## src/rtl/timer_cmd_tx.sv

```systemverilog
// ---------------------------------------------------------------------------
// timer_cmd_tx
//
// Transmit-side companion to the one-hot timer receiver. It takes a 4-bit
// delay command and serialises it onto the receiver's d line as:
//   GUARD_BITS zero cycles, start pattern 1101, delay bits MSB first.
// It then waits for the receiver's done, answers with a one-cycle ack and
// returns to IDLE. A watchdog abandons the exchange if done never arrives.
//
// Handshake: a command transfers on a rising edge where cmd_valid and
// cmd_ready are both high. cmd_ready is high only in IDLE, so at most one
// command is in flight. cmd_valid may be held high: the command is taken on
// the first IDLE cycle.
//
// Ports:
//   clk        in   clock, everything on the rising edge
//   reset      in   synchronous active-high reset
//   cmd_valid  in   command request
//   cmd_delay  in   [3:0] delay value to transmit
//   cmd_ready  out  high only in IDLE
//   d          out  serial line to the receiver
//   done       in   receiver "timer finished" indication
//   ack        out  one-cycle acknowledge
//   busy       out  high in every state except IDLE
//   timeout    out  one-cycle pulse on watchdog abort
//   proto_err  out  one-cycle pulse when done is seen while transmitting
//   dbg_state  out  [3:0] current FSM state encoding
//
// Parameters:
//   GUARD_BITS      0..15, zero cycles sent before the start pattern
//   TIMEOUT_CYCLES  0..65535, WAIT_DONE cycle limit, 0 disables the watchdog
// ---------------------------------------------------------------------------
module timer_cmd_tx #(
  parameter int unsigned GUARD_BITS     = 1,
  parameter int unsigned TIMEOUT_CYCLES = 20000
) (
  input  logic       clk,
  input  logic       reset,
  input  logic       cmd_valid,
  input  logic [3:0] cmd_delay,
  output logic       cmd_ready,
  output logic       d,
  input  logic       done,
  output logic       ack,
  output logic       busy,
  output logic       timeout,
  output logic       proto_err,
  output logic [3:0] dbg_state
);

  typedef enum logic [3:0] {
    S_IDLE  = 4'd0,
    S_GUARD = 4'd1,
    S_P0    = 4'd2,
    S_P1    = 4'd3,
    S_P2    = 4'd4,
    S_P3    = 4'd5,
    S_D3    = 4'd6,
    S_D2    = 4'd7,
    S_D1    = 4'd8,
    S_D0    = 4'd9,
    S_WAIT  = 4'd10,
    S_ACK   = 4'd11
  } state_t;

  // Last guard count / last watchdog count before leaving the state.
  localparam logic [3:0]  GUARD_LAST = 4'(GUARD_BITS == 0 ? 0 : GUARD_BITS - 1);
  localparam logic [15:0] WD_LAST    = 16'(TIMEOUT_CYCLES == 0 ? 0 : TIMEOUT_CYCLES - 1);
  localparam bit          WD_EN      = (TIMEOUT_CYCLES != 0);

  state_t      state_q, state_d;
  logic [3:0]  delay_q;
  logic [3:0]  guard_cnt_q;
  logic [15:0] wd_cnt_q;
  logic        d_q, d_d;
  logic        busy_q, ready_q, ack_q;
  logic        timeout_q, timeout_d;
  logic        proto_err_q, proto_err_d;

  // Next-state logic. Pulse flags are computed here and registered, so no
  // input reaches an output combinationally.
  always_comb begin
    state_d     = state_q;
    timeout_d   = 1'b0;
    proto_err_d = 1'b0;
    case (state_q)
      S_IDLE: begin
        if (cmd_valid) state_d = (GUARD_BITS == 0) ? S_P0 : S_GUARD;
      end
      S_GUARD: begin
        proto_err_d = done;
        if (guard_cnt_q == GUARD_LAST) state_d = S_P0;
      end
      S_P0: begin proto_err_d = done; state_d = S_P1; end
      S_P1: begin proto_err_d = done; state_d = S_P2; end
      S_P2: begin proto_err_d = done; state_d = S_P3; end
      S_P3: begin proto_err_d = done; state_d = S_D3; end
      S_D3: begin proto_err_d = done; state_d = S_D2; end
      S_D2: begin proto_err_d = done; state_d = S_D1; end
      S_D1: begin proto_err_d = done; state_d = S_D0; end
      S_D0: begin proto_err_d = done; state_d = S_WAIT; end
      S_WAIT: begin
        // done wins over a watchdog expiry in the same cycle.
        if (done) begin
          state_d = S_ACK;
        end else if (WD_EN && (wd_cnt_q == WD_LAST)) begin
          state_d   = S_IDLE;
          timeout_d = 1'b1;
        end
      end
      S_ACK:   state_d = S_IDLE;
      default: state_d = S_IDLE;
    endcase
  end

  // Serial data for the state being entered; registered with the state.
  // D3..D0 are only entered after P3, by which time delay_q is latched.
  always_comb begin
    d_d = 1'b0;
    case (state_d)
      S_P0, S_P1, S_P3: d_d = 1'b1;
      S_D3:             d_d = delay_q[3];
      S_D2:             d_d = delay_q[2];
      S_D1:             d_d = delay_q[1];
      S_D0:             d_d = delay_q[0];
      default:          d_d = 1'b0;
    endcase
  end

  always_ff @(posedge clk) begin
    if (reset) begin
      state_q     <= S_IDLE;
      delay_q     <= 4'd0;
      guard_cnt_q <= 4'd0;
      wd_cnt_q    <= 16'd0;
      d_q         <= 1'b0;
      busy_q      <= 1'b0;
      ready_q     <= 1'b1;
      ack_q       <= 1'b0;
      timeout_q   <= 1'b0;
      proto_err_q <= 1'b0;
    end else begin
      state_q <= state_d;
      if ((state_q == S_IDLE) && cmd_valid) delay_q <= cmd_delay;

      if ((state_q == S_GUARD) && (state_d == S_GUARD)) guard_cnt_q <= guard_cnt_q + 4'd1;
      else                                              guard_cnt_q <= 4'd0;

      // Zero on WAIT_DONE entry, saturating increment while waiting.
      if ((state_q == S_WAIT) && (state_d == S_WAIT)) begin
        if (wd_cnt_q != 16'hFFFF) wd_cnt_q <= wd_cnt_q + 16'd1;
      end else begin
        wd_cnt_q <= 16'd0;
      end

      d_q         <= d_d;
      busy_q      <= (state_d != S_IDLE);
      ready_q     <= (state_d == S_IDLE);
      ack_q       <= (state_d == S_ACK);
      timeout_q   <= timeout_d;
      proto_err_q <= proto_err_d;
    end
  end

  assign cmd_ready = ready_q;
  assign d         = d_q;
  assign ack       = ack_q;
  assign busy      = busy_q;
  assign timeout   = timeout_q;
  assign proto_err = proto_err_q;
  assign dbg_state = state_q;

endmodule

```

## config.mk

```make
export PLATFORM = sky130hd
export DESIGN_NAME = timer_cmd_tx
export DESIGN_NICKNAME = d
export VERILOG_FILES = /design/src/rtl/timer_cmd_tx.sv
export SDC_FILE = /design/constraint.sdc
export NUM_CORES = 1
export LEC_CHECK = 0
export CAP_MARGIN = 10
export CORE_MARGIN = 2
export CORE_UTILIZATION = 50
export CTS_CLUSTER_DIAMETER = 100
export DETAILED_ROUTE_END_ITERATION = 8
export PLACE_DENSITY = 0.72
export SYNTH_ARGS = -nofsm -noshare
export SYNTH_HDL_FRONTEND = slang
export SYNTH_SLANG_ARGS = --single-unit
```

## constraint.sdc

```tcl
create_clock -name clk -period 2.7 [get_ports clk]
set_clock_uncertainty 0.15 [all_clocks]
set_input_delay 0.27 -clock clk [delete_from_list [all_inputs] [get_ports clk]]
set_output_delay 0.27 -clock clk [all_outputs]
set_load 0.01 [all_outputs]
```

### Yosys cells after proc, flatten, opt, wreduce, memory -nomap -nowiden

Cells that the tools add are included.

| storage, ports and cells | value |
|---|---|
| register bits | 34 |
| bits of input ports | 8 |
| output and inout bits | 10 |
| word-level logic and storage cells | 58 |

| cells by class | value |
|---|---|
| $add $sub $neg | 2 |
| eq/ne operators | 22 |
| mux-type cells | 7 |
| bitwise logic cells | 4 |
| reduce and logical (&&, ||, !) cells | 13 |

Operators by type and width:

| cell | count |
|---|---|
| $pmux 4 s11 | 1 |
| $eq 4x3->1 const B | 7 |
| $eq 4x4->1 const B | 7 |
| $add 16x1->16 const B | 1 |
| $eq 16x15->1 const B | 1 |
| $eq 4x2->1 const B | 4 |
| $mux 4 | 4 |
| $ne 16x16->1 const B | 1 |
| $logic_not 4->1 | 3 |
| $reduce_or 9->1 | 1 |
| $eq 4x1->1 const B | 2 |
| $reduce_or 2->1 | 3 |
| $reduce_or 3->1 | 2 |
| $pmux 1 s5 | 1 |
| $add 4x1->4 const B | 1 |
| $not 1->1 | 4 |
| $reduce_bool 4->1 | 1 |
| $logic_and 1x1->1 | 3 |
| $mux 1 | 1 |

### Depth between registers and ports, before layout

Gate-level depths: netlist (run 1).

| depth | value |
|---|---|
| word-level depth | 8 |
| gate-level depth with buffers | 8 |
| gate-level depth less buffers | 7 |

### Worst setup path after synthesis (run 1)

OpenSTA, ideal clock, no wires.

| path | value |
|---|---|
| kind | reg2reg |
| start | reg state_q[3] (netlist: dbg_state[3]) |
| end | reg d_q (netlist: d) |
| setup time | 0.079 ns |
| arrival | 1.707 ns |
| data required time | 2.471 ns |
| slack | 0.764 ns |
| stages on the path, launching flop included | 7 |
| buffers on the path | 1 |
| period minus slack after synthesis | 1.936 ns |
| path through | dfxtp_1 > buf_2 > or2_1 > o32ai_2 > a21oi_2 > or4_1 > o211ai_1 |

| on the way | value |
|---|---|
| cells in the longest elaborated chain, start to end | 6 |
| elaborated cells between the ends (all ways) | 25 |
| those cells by class | 17 x eq/ne; 6 x mux; 2 x reduce/logical |

Ends and longest elaborated chain:

| what | line | source |
|---|---|---|
| start, declared | 71 | `state_t state_q, state_d;` |
| start signal, assigned | 143 | `state_q <= state_d;` |
| $mux 4 | 106 | `end else if (WD_EN && (wd_cnt_q == WD_LAST)) begin` |
| $mux 4 | 104 | `if (done) begin` |
| $pmux 4 s11 (*) | 86 | `case (state_q)` |
| $eq 4x2->1 / $eq 4x3->1 (equally long branches) | 120 | `case (state_d)` |
| $reduce_or 3->1 | 120 |  |
| $pmux 1 s5 (*) | 120 |  |
| end signal, assigned | 136 | `d_q <= 1'b0;` |
| end signal, assigned | 156 | `d_q <= d_d;` |
| end, declared | 75 | `logic d_q, d_d;` |

Every way passes the cells marked *; elsewhere a longest branch is shown, timed or not.
A chain may end at the register's enable or synchronous reset.

### Worst setup path after layout (run 1)

| path | value |
|---|---|
| start | reg guard_cnt_q[0] |
| end | reg wd_cnt_q[12] |

| on the way | value |
|---|---|
| cells in the longest elaborated chain, start to end | 7 |

Ends and longest elaborated chain:

| what | line | source |
|---|---|---|
| start, declared | 73 | `logic [3:0] guard_cnt_q;` |
| start signal, assigned | 146 | `if ((state_q == S_GUARD) && (state_d == S_GUARD)) guard_cnt_q <= guard_cnt_q + 4'd1;` |
| $logic_not 4->1 | 92 | `if (guard_cnt_q == GUARD_LAST) state_d = S_P0;` |
| $mux 4 | 92 |  |
| $pmux 4 s11 | 86 |  |
| $eq 4x4->1 | 150 | `if ((state_q == S_WAIT) && (state_d == S_WAIT)) begin` |
| $logic_and 1x1->1 | 150 |  |
| $not 1->1 (no line) | n/a |  |
| $reduce_or 2->1 (no line) | n/a |  |
| end signal, assigned | 151 | `if (wd_cnt_q != 16'hFFFF) wd_cnt_q <= wd_cnt_q + 16'd1;` |
| end, declared | 74 | `logic [15:0] wd_cnt_q;` |

Every way passes these cells.

==> results of run 1 <==
-- state kept, by name, indices dropped and copies added (netlist names) --
name / count
dbg_state: 4
d: 1
busy: 1
cmd_ready: 1
delay_q: 4
guard_cnt_q: 4
timeout: 1
proto_err: 1
wd_cnt_q: 16
ack: 1
-- cell usage in the layout, fill, tap and decap left out, types with 3 or more instances in the layout --
master,n
nor4_1,3
mux2i_1,7
xor2_1,9
a21oi_1,5
nand2b_1,3
inv_1,5
clkbuf_4,5
or4_1,4
nand2_1,12
nand4_1,3
o21ai_0,8
nor2_1,29
dfxtp_1,34
xnor2_1,3
nand3_1,8
ha_1,3
clkdlybuf4s50_1,17
-- per-layer routing --
metal  track usage (%)  vias up  part of all wire [%]
met3             7.353        2                   4.1
met4             4.969        0                  0.46
li1                  -      695                     -
met1             27.73      666                    49
met5                 0        -                     0
met2             29.79       30                    46
-- power by group --
part	leakage (nW)	switching (mW)	internal (mW)
registers	0.276	0.0180	0.520
clock network	0.0353	0.157	0.126
logic	0.348	0.0581	0.0642
-- path summary, 6_finish.rpt --
kind                   from              to
max          guard_cnt_q[0]    wd_cnt_q[12]
min          guard_cnt_q[0]  guard_cnt_q[0]
max reg2reg  guard_cnt_q[0]    wd_cnt_q[12]
min reg2reg  guard_cnt_q[0]  guard_cnt_q[0]
-- per-stage QoR --
stage	cell area [um2]	power, mW	util [%]	instances
finish	1911	0.9435	62.07	248
global route	1911	0.9990	62.07	248
CTS	1906	0.9528	61.91	248
detailed placement	1846	0.6719	59.96	240
global placement	1846	0.6689	59.96	240
floorplan	1638	0.6201	-	184
-- worst max-delay path: cells and delay by family (launching register included) --
family,cells,cell delay [ps]
AO/OA/AOI/OAI,3,810
AND/OR/NAND/NOR,2,650
flip-flops,1,350
adder cells (fa/ha/maj),1,120
buffers and inverters,1,60
-- kinds of logic after synthesis --
family / count (synthesis) / share of synthesized area, %
XOR/XNOR: 12 / 6.418
AO/OA/AOI/OAI: 32 / 13.90
buffers and inverters: 12 / 3.132
adder cells (fa/ha/maj): 3 / 2.292
AND/OR/NAND/NOR: 84 / 28.42
multiplexers: 7 / 4.278
flip-flops: 34 / 41.56
-- final cells by class --
| type | instances | area [um2] | area share (%) |
|---|---|---|---|
| Inverter | 5 | 18.77 | 0.9823 |
| Multi-Input combinational cell | 138 | 910.9 | 47.68 |
| Clock buffer | 7 | 55.05 | 2.881 |
| Timing Repair Buffer | 19 | 185.2 | 9.692 |
| Clock inverter | 1 | 5.005 | 0.2620 |
| Sequential cell | 34 | 680.7 | 35.63 |
| Tap cell | 44 | 55.05 | 2.881 |
==> impl_metrics.py, run 1 <==
metrics = {
    "finish": {
        "fillers": 269,
        "syn2layout_area_growth_pct": 16.65,
        "nNetsFinal": 214,
        "drive_gt1_share_pct": 9.804,
        "diodes": 0,
    },
    "synth": {
        "synth_top_area_share_pct": 41.56,
        "synth_cell_types": 51,
        "ys.flop_type": "dfxtp_1",
        "synth_cells": 184,
        "yosys-top-cells-count": "dfxtp_1 (34), nor2_1 (29), nand2_1 (12)",
        "synth.area.top_cells": "dfxtp_1 (42%), nor2_1 (6.6%), xor2_1 (4.8%), mux2i_1 (4.3%), nand2_1 (2.8%)",
        "synth-edff-count": 0,
        "synth_warnings": 0,
        "synth_seq_area_share_pct": 41.56,
        "synth_area_um2": 1638,
        "synth_most_common_cell": "dfxtp_1",
        "syn_area_per_cell_um2": 8.901,
        "async_reset_ff_share_pct": 0,
        "mappedNetlistNets": 195,
        "yosys.area.top_type": "dfxtp_1",
        "ys_ff_latch": 34,
    },
    "critical_path": {
        "crit_type": "register to register",
        "path_cells": "inv_1 > ha_1 > nor3b_2 > o32ai_2 > a21oi_2 > nand3b_2 > a311oi_1",
        "critical_path.max_stage_delay_ps": 360,
        "worstPathRequired_ps": 2770,
        "rrSetupSlack_ps": 450,
        "arrival_ps": 2320,
        "cp-start-kind": "register",
        "cpMaxStageDelayCell": "a21oi_2",
        "reg2reg_depth": 7,
        "cp_max_fo": 16,
        "cp-end-kind": "register",
    },
    "sta": {
        "holdWs_ps": 327.0,
        "setup_slack_ps": 446.1,
        "max_freq_mhz": 443.7,
        "fin_crit_sh_pct": 83.48,
        "worstMarginPinSlew_ps": 724.8,
        "finalHoldViolCount": 0,
        "rsz0062_at_grt": "false",
        "setup_viol": 0,
        "period_needed_ps": 2254,
        "relSlewSlack_pct": 51.07,
        "fin_tns_setup_ps": 0,
        "finalMaxSlewViolations": 0,
    },
    "power_and_ir_drop": {
        "p_per_area_nw_per_um2": 493.8,
        "power.static_leakage_nw": 0.6592,
        "max-vdd-ir-drop_mv": 0.3986,
    },
    "floorplanning": {
        "std_cell_rows": 20,
        "boundaryPins": 18,
        "die-area_um2": 3750,
        "dieHeight_um": 61.24,
        "initial_core_util_pct": 53.21,
        "core-area_um2": 3078,
        "die_x_um": 61.24,
    },
    "hold_path": {
        "min_path_type": "register to register",
        "min_path_cells": 1,
    },
    "flow_run": {
        "drv_cap": 0,
    },
    "drt": {
        "drt_first_pass_iters": 4,
        "drt-total-wl_um": 3252,
        "vias_per_cell": 5.617,
        "drtIter0Drc": 48,
        "avgRoutedWirePerCell_um": 13.11,
        "drtAntennaViolNets": 0,
        "drc": 0,
        "vias": 1393,
    },
    "cts": {
        "cts_buffers": 5,
        "insertion_delay_ps": 320,
        "clk_pin_slew_ps": 90,
        "post_cts_resized": 0,
        "cts_root_buf": "clkbuf_4",
        "h-tree-depth": 2,
        "post_cts_buffers": 0,
        "clock_sinks": 34,
        "cts_buffer_depth": 2,
        "cts_tree": "yes",
        "postCtsHoldBufs": 0,
    },
    "place": {
        "dpl_worst_slack_ps": 292.7,
        "place_congestion": 0.8257,
        "numPortBuffers": 17,
        "dp_hpwl_um": 2353,
    },
    "global_routing": {
        "grt-ovfl-total": 0,
        "antenna_found_initial": 0,
        "grt_pass1_wl_um": 5637,
        "grt_usage_pct": 20.05,
        "grt_max_degree": 17,
        "first_global_vias": 1282,
    },
    "outcome": {
        "outcome": "finished clean",
    },
}
(Power assumes the default switching activity.)
==> run 2: changes to the inputs <==
--- a/config.mk
+++ b/config.mk
@@ -10,7 +10,7 @@
 export CORE_UTILIZATION = 50
 export CTS_CLUSTER_DIAMETER = 100
 export DETAILED_ROUTE_END_ITERATION = 8
-export PLACE_DENSITY = 0.72
+export PLACE_DENSITY = 0.75
 export SYNTH_ARGS = -nofsm -noshare
 export SYNTH_HDL_FRONTEND = slang
 export SYNTH_SLANG_ARGS = --single-unit
==> constraint.sdc (replaced) <==
create_clock -name clk -period 1.9 [get_ports clk]
set_clock_uncertainty 0.15 [all_clocks]
set_input_delay 0.19 -clock clk [delete_from_list [all_inputs] [get_ports clk]]
set_output_delay 0.19 -clock clk [all_outputs]
set_load 0.01 [all_outputs]
==> run 2 against run 1 <==
Effect of this change: the run now ends with negative setup slack left; register-to-register slack lost 510 ps; core utilization increased by 13 points; setup slack worse by 510 ps; cell count is 16% higher; count of clock-buffer cells in the layout did not move; cell area increased by 20%; worst hold slack got worse by 16 ps; sequential cell count did not move; non-clock buffer count up 39; sequential share of layout area fell by 5.6 points; via count is 8.7% higher; critical path depth shrank 2.
==> impl_metrics.py, run 2 (synthesis results as in run 1) <==
metrics = {
    "outcome": {
        "outcome": "complete, but fails checks",
        "failed_checks": "negative setup slack",
    },
    "place": {
        "dp_hpwl_um": 2824,
        "placed_area_um2": 2120,
        "place_congestion": 0.8612,
        "dpl_worst_slack_ps": -318.8,
        "numPortBuffers": 17,
    },
    "finish": {
        "drive_gt1_share_pct": 32.92,
        "stdcell_area_um2": 2297,
        "nNetsFinal": 253,
        "largest_reg_flops": 16,
        "syn2layout_area_growth_pct": 40.26,
        "multi_input_area_um2": 982.2,
        "seq_area_um2": 690.7,
        "diodes": 0,
        "regMostFlops": "wd_cnt_q",
        "fillers": 247,
        "layout_common_cells": "buf_4 (40), nor2_1 (28), dfxtp_1 (26), clkdlybuf4s50_1 (17), nand2_1 (12)",
        "mostFrequentLayoutCell": "buf_4",
    },
    "critical_path": {
        "cp-end-kind": "register",
        "path_cells": "or4_4 > nor4_4 > o21ai_2 > a21boi_2 > a41o_1",
        "cp.buffers_inverters": 0,
        "cpMaxStageDelayCell": "or4_4",
        "cp_top_family": "simple AND/OR/NAND/NOR gates",
        "crit_type": "register to register",
        "cp-start-kind": "register",
        "cp_max_fo": 4,
        "worstPathRequired_ps": 2040,
        "arrival_ps": 2100,
        "critical_path.max_stage_delay_ps": 550,
    },
    "floorplanning": {
        "core-area_um2": 3078,
        "initial_core_util_pct": 53.21,
        "dieHeight_um": 61.24,
        "die_x_um": 61.24,
        "std_cell_rows": 20,
        "boundaryPins": 18,
        "die-area_um2": 3750,
    },
    "power_and_ir_drop": {
        "p_switching_uw": 376.4,
        "power.static_leakage_nw": 0.8754,
        "intPower_mw": 1.057,
        "p_sw_share_pct": 26.25,
        "p_per_area_nw_per_um2": 624.2,
        "p_comb_share_pct": 17.4,
        "pwr-share-seq_pct": 52.9,
        "clockPowerShare_pct": 29.7,
        "max-vdd-ir-drop_mv": 0.6047,
    },
    "cts": {
        "cts_root_buf": "clkbuf_4",
        "postCtsHoldBufs": 0,
        "h-tree-depth": 2,
        "cts_buffer_depth": 2,
        "insertion_delay_ps": 350,
        "clk_pin_slew_ps": 90,
        "cts_tree": "yes",
        "cts_buffers": 5,
        "clock_sinks": 34,
    },
    "sta": {
        "worstMarginPinSlew_ps": 369.1,
        "period_needed_ps": 1961,
        "setup_slack_ps": -61.25,
        "finalMaxSlewViolations": 0,
        "max_freq_mhz": 509.9,
        "setup_viol": 21,
        "finalHoldViolCount": 0,
        "rsz0062_at_grt": "true",
        "relSlewSlack_pct": 74.69,
        "fin_crit_sh_pct": 103.2,
    },
    "drt": {
        "drtIter0Drc": 77,
        "vias": 1514,
        "drt-total-wl_um": 3902,
        "drc": 0,
        "avgRoutedWirePerCell_um": 13.60,
        "drt_first_pass_iters": 4,
        "drtAntennaViolNets": 0,
        "vias_per_cell": 5.275,
    },
    "global_routing": {
        "grt_usage_pct": 23.69,
        "grt_max_degree": 17,
        "antenna_found_initial": 0,
        "grt_pass1_wl_um": 6403,
        "grt-ovfl-total": 0,
        "first_global_vias": 1468,
    },
    "hold_path": {
        "min_path_type": "primary input to register",
    },
    "flow_run": {
        "drv_cap": 0,
    },
}
==> run 2: tightest hold or removal path: cells and delay by family <==
kind                   cells  cell delay (ps)
and+or+nand+nor            1               50
buffers and inverters      1              400
muxes                      1              120
==> run 2: power by group through the flow <==
stage / clock network, mW / registers, mW / logic (mW)
finish: 0.426 / 0.759 / 0.249
global route: 0.463 / 0.762 / 0.268
CTS: 0.438 / 0.757 / 0.242
detailed placement: 0 / 0.772 / 0.217
global placement: 0 / 0.772 / 0.210
floorplan: 0 / 0.776 / 0.106
==> run 2: final timing paths <==
| check | slack (ps) | end | cells past startpoint | start |
|---|---|---|---|---|
| setup reg to reg | -60 | cmd_ready | 5 | wd_cnt_q[5] |
| setup / recovery | -60 | cmd_ready | 5 | wd_cnt_q[5] |
| hold reg to reg | 370 | delay_q[1] | 2 | delay_q[1] |
| hold / removal | 310 | delay_q[1] | 3 | cmd_delay[1] |
==> run 2: layout make-up <==
class	instances	share of cell area (%)
Multi-Input combinational cell	138	42.76
Sequential cell	34	30.07
Timing Repair Buffer	58	21.35
Clock buffer	7	2.397
Tap cell	44	2.397
Inverter	5	0.8170
Clock inverter	1	0.2179
==> run 2: metrics by stage <==
step,util [%],power [mW],TNS [ps],cells,hold slack (ps)
global placement,68.86,0.9817,-4474,274,328.6
detailed placement,68.86,0.9893,-4953,274,353.1
global route,74.63,1.493,-2180,287,325.7
finish,74.63,1.434,-557.2,287,310.8
CTS,73.46,1.437,-143.8,287,308.4
floorplan,-,0.8822,-17.25,184,183.9
==> run 2: what timing repair did <==
action / CTS / global route
pin swaps: 9 / 4
setup endpoints to repair: 21 / 22
gates resized for setup: 14 / 10
buffers inserted: 5 / 0
==> run 2: per-layer routing <==
metal  vias up  track usage [%]  part of all wire [%]
li1        776                -                     -
met1       697            30.03                    46
met2        35            37.84                    48
met3         6            6.723                   4.3
met4         0            9.938                   1.5
met5         -                0                     0
==> run 3: changes to the inputs <==
--- a/config.mk
+++ b/config.mk
@@ -5,12 +5,14 @@
 export SDC_FILE = /design/constraint.sdc
 export NUM_CORES = 1
 export LEC_CHECK = 0
+export ABC_AREA = 1
 export CAP_MARGIN = 10
+export CORE_ASPECT_RATIO = 2
 export CORE_MARGIN = 2
 export CORE_UTILIZATION = 50
 export CTS_CLUSTER_DIAMETER = 100
 export DETAILED_ROUTE_END_ITERATION = 8
-export PLACE_DENSITY = 0.75
+export PLACE_DENSITY = 0.74
 export SYNTH_ARGS = -nofsm -noshare
 export SYNTH_HDL_FRONTEND = slang
 export SYNTH_SLANG_ARGS = --single-unit
==> run 3 against run 2 <==
Effect of this change: the flow now finishes without violations; total power increased by 16%; sequential share of layout area increased by 2.1 points; combinational power increased by 8.4%; critical endpoint is now wd_cnt_q[1]; count of clock-buffer cells in the layout increased by 1; critical path type unchanged; cell area decreased by 7.6%.
==> impl_metrics.py, run 3 <==
metrics = {
    "drt": {
        "drt_first_pass_iters": 4,
        "vias_per_cell": 5.310,
        "vias": 1609,
        "drc": 0,
        "drtAntennaViolNets": 0,
        "avgRoutedWirePerCell_um": 13.31,
        "drtIter0Drc": 29,
        "drt-total-wl_um": 4032,
    },
    "sta": {
        "period_needed_ps": 1731,
        "max_freq_mhz": 577.7,
        "fin_tns_setup_ps": 0,
        "worstMarginPinSlew_ps": 406.8,
        "relSlewSlack_pct": 72.18,
        "finalHoldViolCount": 0,
        "setup_viol": 0,
        "finalMaxSlewViolations": 0,
        "fin_crit_sh_pct": 91.10,
        "setup_slack_ps": 169.1,
        "rsz0062_at_grt": "false",
    },
    "finish": {
        "syn2layout_area_growth_pct": 21.65,
        "largest_reg_flops": 16,
        "layout_common_cells": "nor2_1 (51), nand2_1 (39), dfxtp_1 (33), inv_1 (24), clkdlybuf4s50_1 (17)",
        "drive_gt1_share_pct": 16.97,
        "regMostFlops": "wd_cnt_q",
        "diodes": 0,
        "nNetsFinal": 281,
        "mostFrequentLayoutCell": "nor2_1",
    },
    "global_routing": {
        "antenna_found_initial": 0,
        "grt_usage_pct": 23.38,
        "grt_pass1_wl_um": 6886,
        "grt_max_degree": 17,
        "first_global_vias": 1669,
        "grt-ovfl-total": 0,
    },
    "floorplanning": {
        "die_x_um": 45.78,
        "dieHeight_um": 87.56,
        "die-area_um2": 4008,
        "core-area_um2": 3378,
        "boundaryPins": 18,
        "std_cell_rows": 30,
        "initial_core_util_pct": 51.67,
    },
    "cts": {
        "cts_root_buf": "clkbuf_8",
        "insertion_delay_ps": 290,
        "cts_tree": "yes",
        "cts_buffers": 5,
        "h-tree-depth": 2,
        "clock_sinks": 34,
        "cts_buffer_depth": 2,
        "clk_pin_slew_ps": 60,
        "post_cts_buffers": 0,
    },
    "synth": {
        "synth-edff-count": 0,
        "yosys.area.top_type": "dfxtp_1",
        "yosys-top-cells-count": "nor2_1 (52), nand2_1 (39), dfxtp_1 (34)",
        "synth_compound_area_share_pct": 8.746,
        "synth-xor-area-share_pct": 6.523,
        "mappedNetlistNets": 252,
        "synth.area.mux_share_pct": 0,
        "synth_top_family_by_area": "simple AND/OR/NAND/NOR gates",
        "synth_cell_types": 33,
        "synthAdderAreaFrac_pct": 2.151,
        "ys_ff_latch": 34,
        "async_reset_ff_share_pct": 0,
        "synth_warnings": 0,
        "synth_most_common_cell": "nor2_1",
        "synth.area.top_cells": "dfxtp_1 (39%), nor2_1 (11%), nand2_1 (8.4%), nor2_2 (5.7%), inv_1 (5.2%)",
        "synth_seq_area_share_pct": 39.00,
        "syn_area_per_cell_um2": 7.242,
        "synth_area_um2": 1745,
        "synth-simple-area-share_pct": 36.27,
        "synth_cells": 241,
        "ys.flop_type": "dfxtp_1",
        "synth_top_area_share_pct": 39.00,
    },
    "critical_path": {
        "cp-start-kind": "register",
        "crit_cells": 9,
        "arrival_ps": 1800,
        "r2r-start": "dbg_state[3]",
        "path_cells": "inv_2 > nand2_1 > inv_1 > o21ai_1 > nand2_1 > nor2_4 > nand4_4 > buf_12 > nor2_1",
        "cp_max_fo": 16,
        "cp_top_family": "simple AND/OR/NAND/NOR gates",
        "worstPathRequired_ps": 1970,
        "critical_path.max_stage_delay_ps": 420,
        "cp_common_cell": "nand2_1",
        "cpMaxStageDelayCell": "dfxtp_1",
        "cp-end-kind": "register",
        "rrSetupSlack_ps": 170,
        "crit_path_start": "dbg_state[3]",
        "reg2reg_depth": 9,
        "cp.buffers_inverters": 3,
        "crit_type": "register to register",
    },
    "hold_path": {
        "min_path_type": "register to register",
        "hold_start": "delay_q[2]",
        "min_path_cells": 2,
    },
    "place": {
        "place_congestion": 0.9713,
        "dpl_worst_slack_ps": 156.0,
        "numPortBuffers": 17,
        "dp_hpwl_um": 3151,
    },
    "outcome": {
        "outcome": "finished clean",
    },
    "power_and_ir_drop": {
        "power.static_leakage_nw": 0.8524,
        "max-vdd-ir-drop_mv": 0.6185,
        "p_per_area_nw_per_um2": 783.8,
    },
    "flow_run": {
        "drv_cap": 0,
    },
}
## run 3: cell types whose count changed in the layout (fill, tap and decap cells not counted), sizes merged, moves of 4 or more
cell / before / now
nor2: 30 / 70
mux2i: 7 / 0
buf: 41 / 8
or4: 5 / 0
a21oi: 6 / 10
nand2: 12 / 42
inv: 5 / 27
## run 3: cell type report
type | count | area (um2)
multi-input combinational | 177 | 947.2
clock buffer | 8 | 110.1
tap | 32 | 40.04
sequential | 34 | 681.9
fill | 325 | 1255
timing repair buffer | 25 | 242.7
inverter | 27 | 101.3
## run 3: kinds of logic after synthesis
family                   count (synthesis)
buffers and inverters                   30
XOR/XNOR                                13
AO/OA/AOI/OAI                           27
AND/OR/NAND/NOR                        134
flip-flops                              34
adder cells (fa/ha/maj)                  3
## run 3: stage by stage
step,total power [mW],hold slack (ps),util [%],instances,area (um2)
2_1_floorplan,0.9388,187.5,-,241,1745
3_3_place_gp,1.050,285.7,59.26,295,2002
3_5_place_dp,1.053,295.7,59.26,295,2002
4_1_cts,1.673,305.0,62.52,303,2112
5_1_grt,1.744,327.0,62.85,303,2123
6_report,1.664,300.7,62.85,303,2123
## run 3: routing by layer
metal | GRT usage, % | wire length [um] | vias up
met2 | 42.64 | 2339 | 43
met1 | 20.61 | 1348 | 720
li1 | - | - | 825
met5 | 0 | 0 | -
met3 | 4.124 | 94 | 21
met4 | 18.44 | 250 | 0
## run 3: worst paths after layout
path / end
setup / recovery: wd_cnt_q[1]
hold / removal: delay_q[2]
setup reg to reg: wd_cnt_q[1]
hold reg to reg: delay_q[2]
## run 3: worst reg2reg max path, cell delays in order (launching register included)
cell	delay, ps
dfxtp_1	420
inv_2	90
nand2_1	160
inv_1	120
o21ai_1	90
nand2_1	100
nor2_4	180
nand4_4	120
buf_12	180
nor2_1	80
## run 3: where the power goes
group / switching [mW] / leakage, nW / internal (mW) / total [mW]
Clock: 0.256 / 0.0575 / 0.366 / 0.622
Combinational: 0.153 / 0.518 / 0.117 / 0.270
Sequential: 0.0217 / 0.277 / 0.751 / 0.773
## run 3: what timing repair did
action                     4_1_cts  5_1_grt
hold endpoints to repair         0        0
hold buffers                     0        0
gates resized for setup          0        5
setup endpoints to repair        0       17
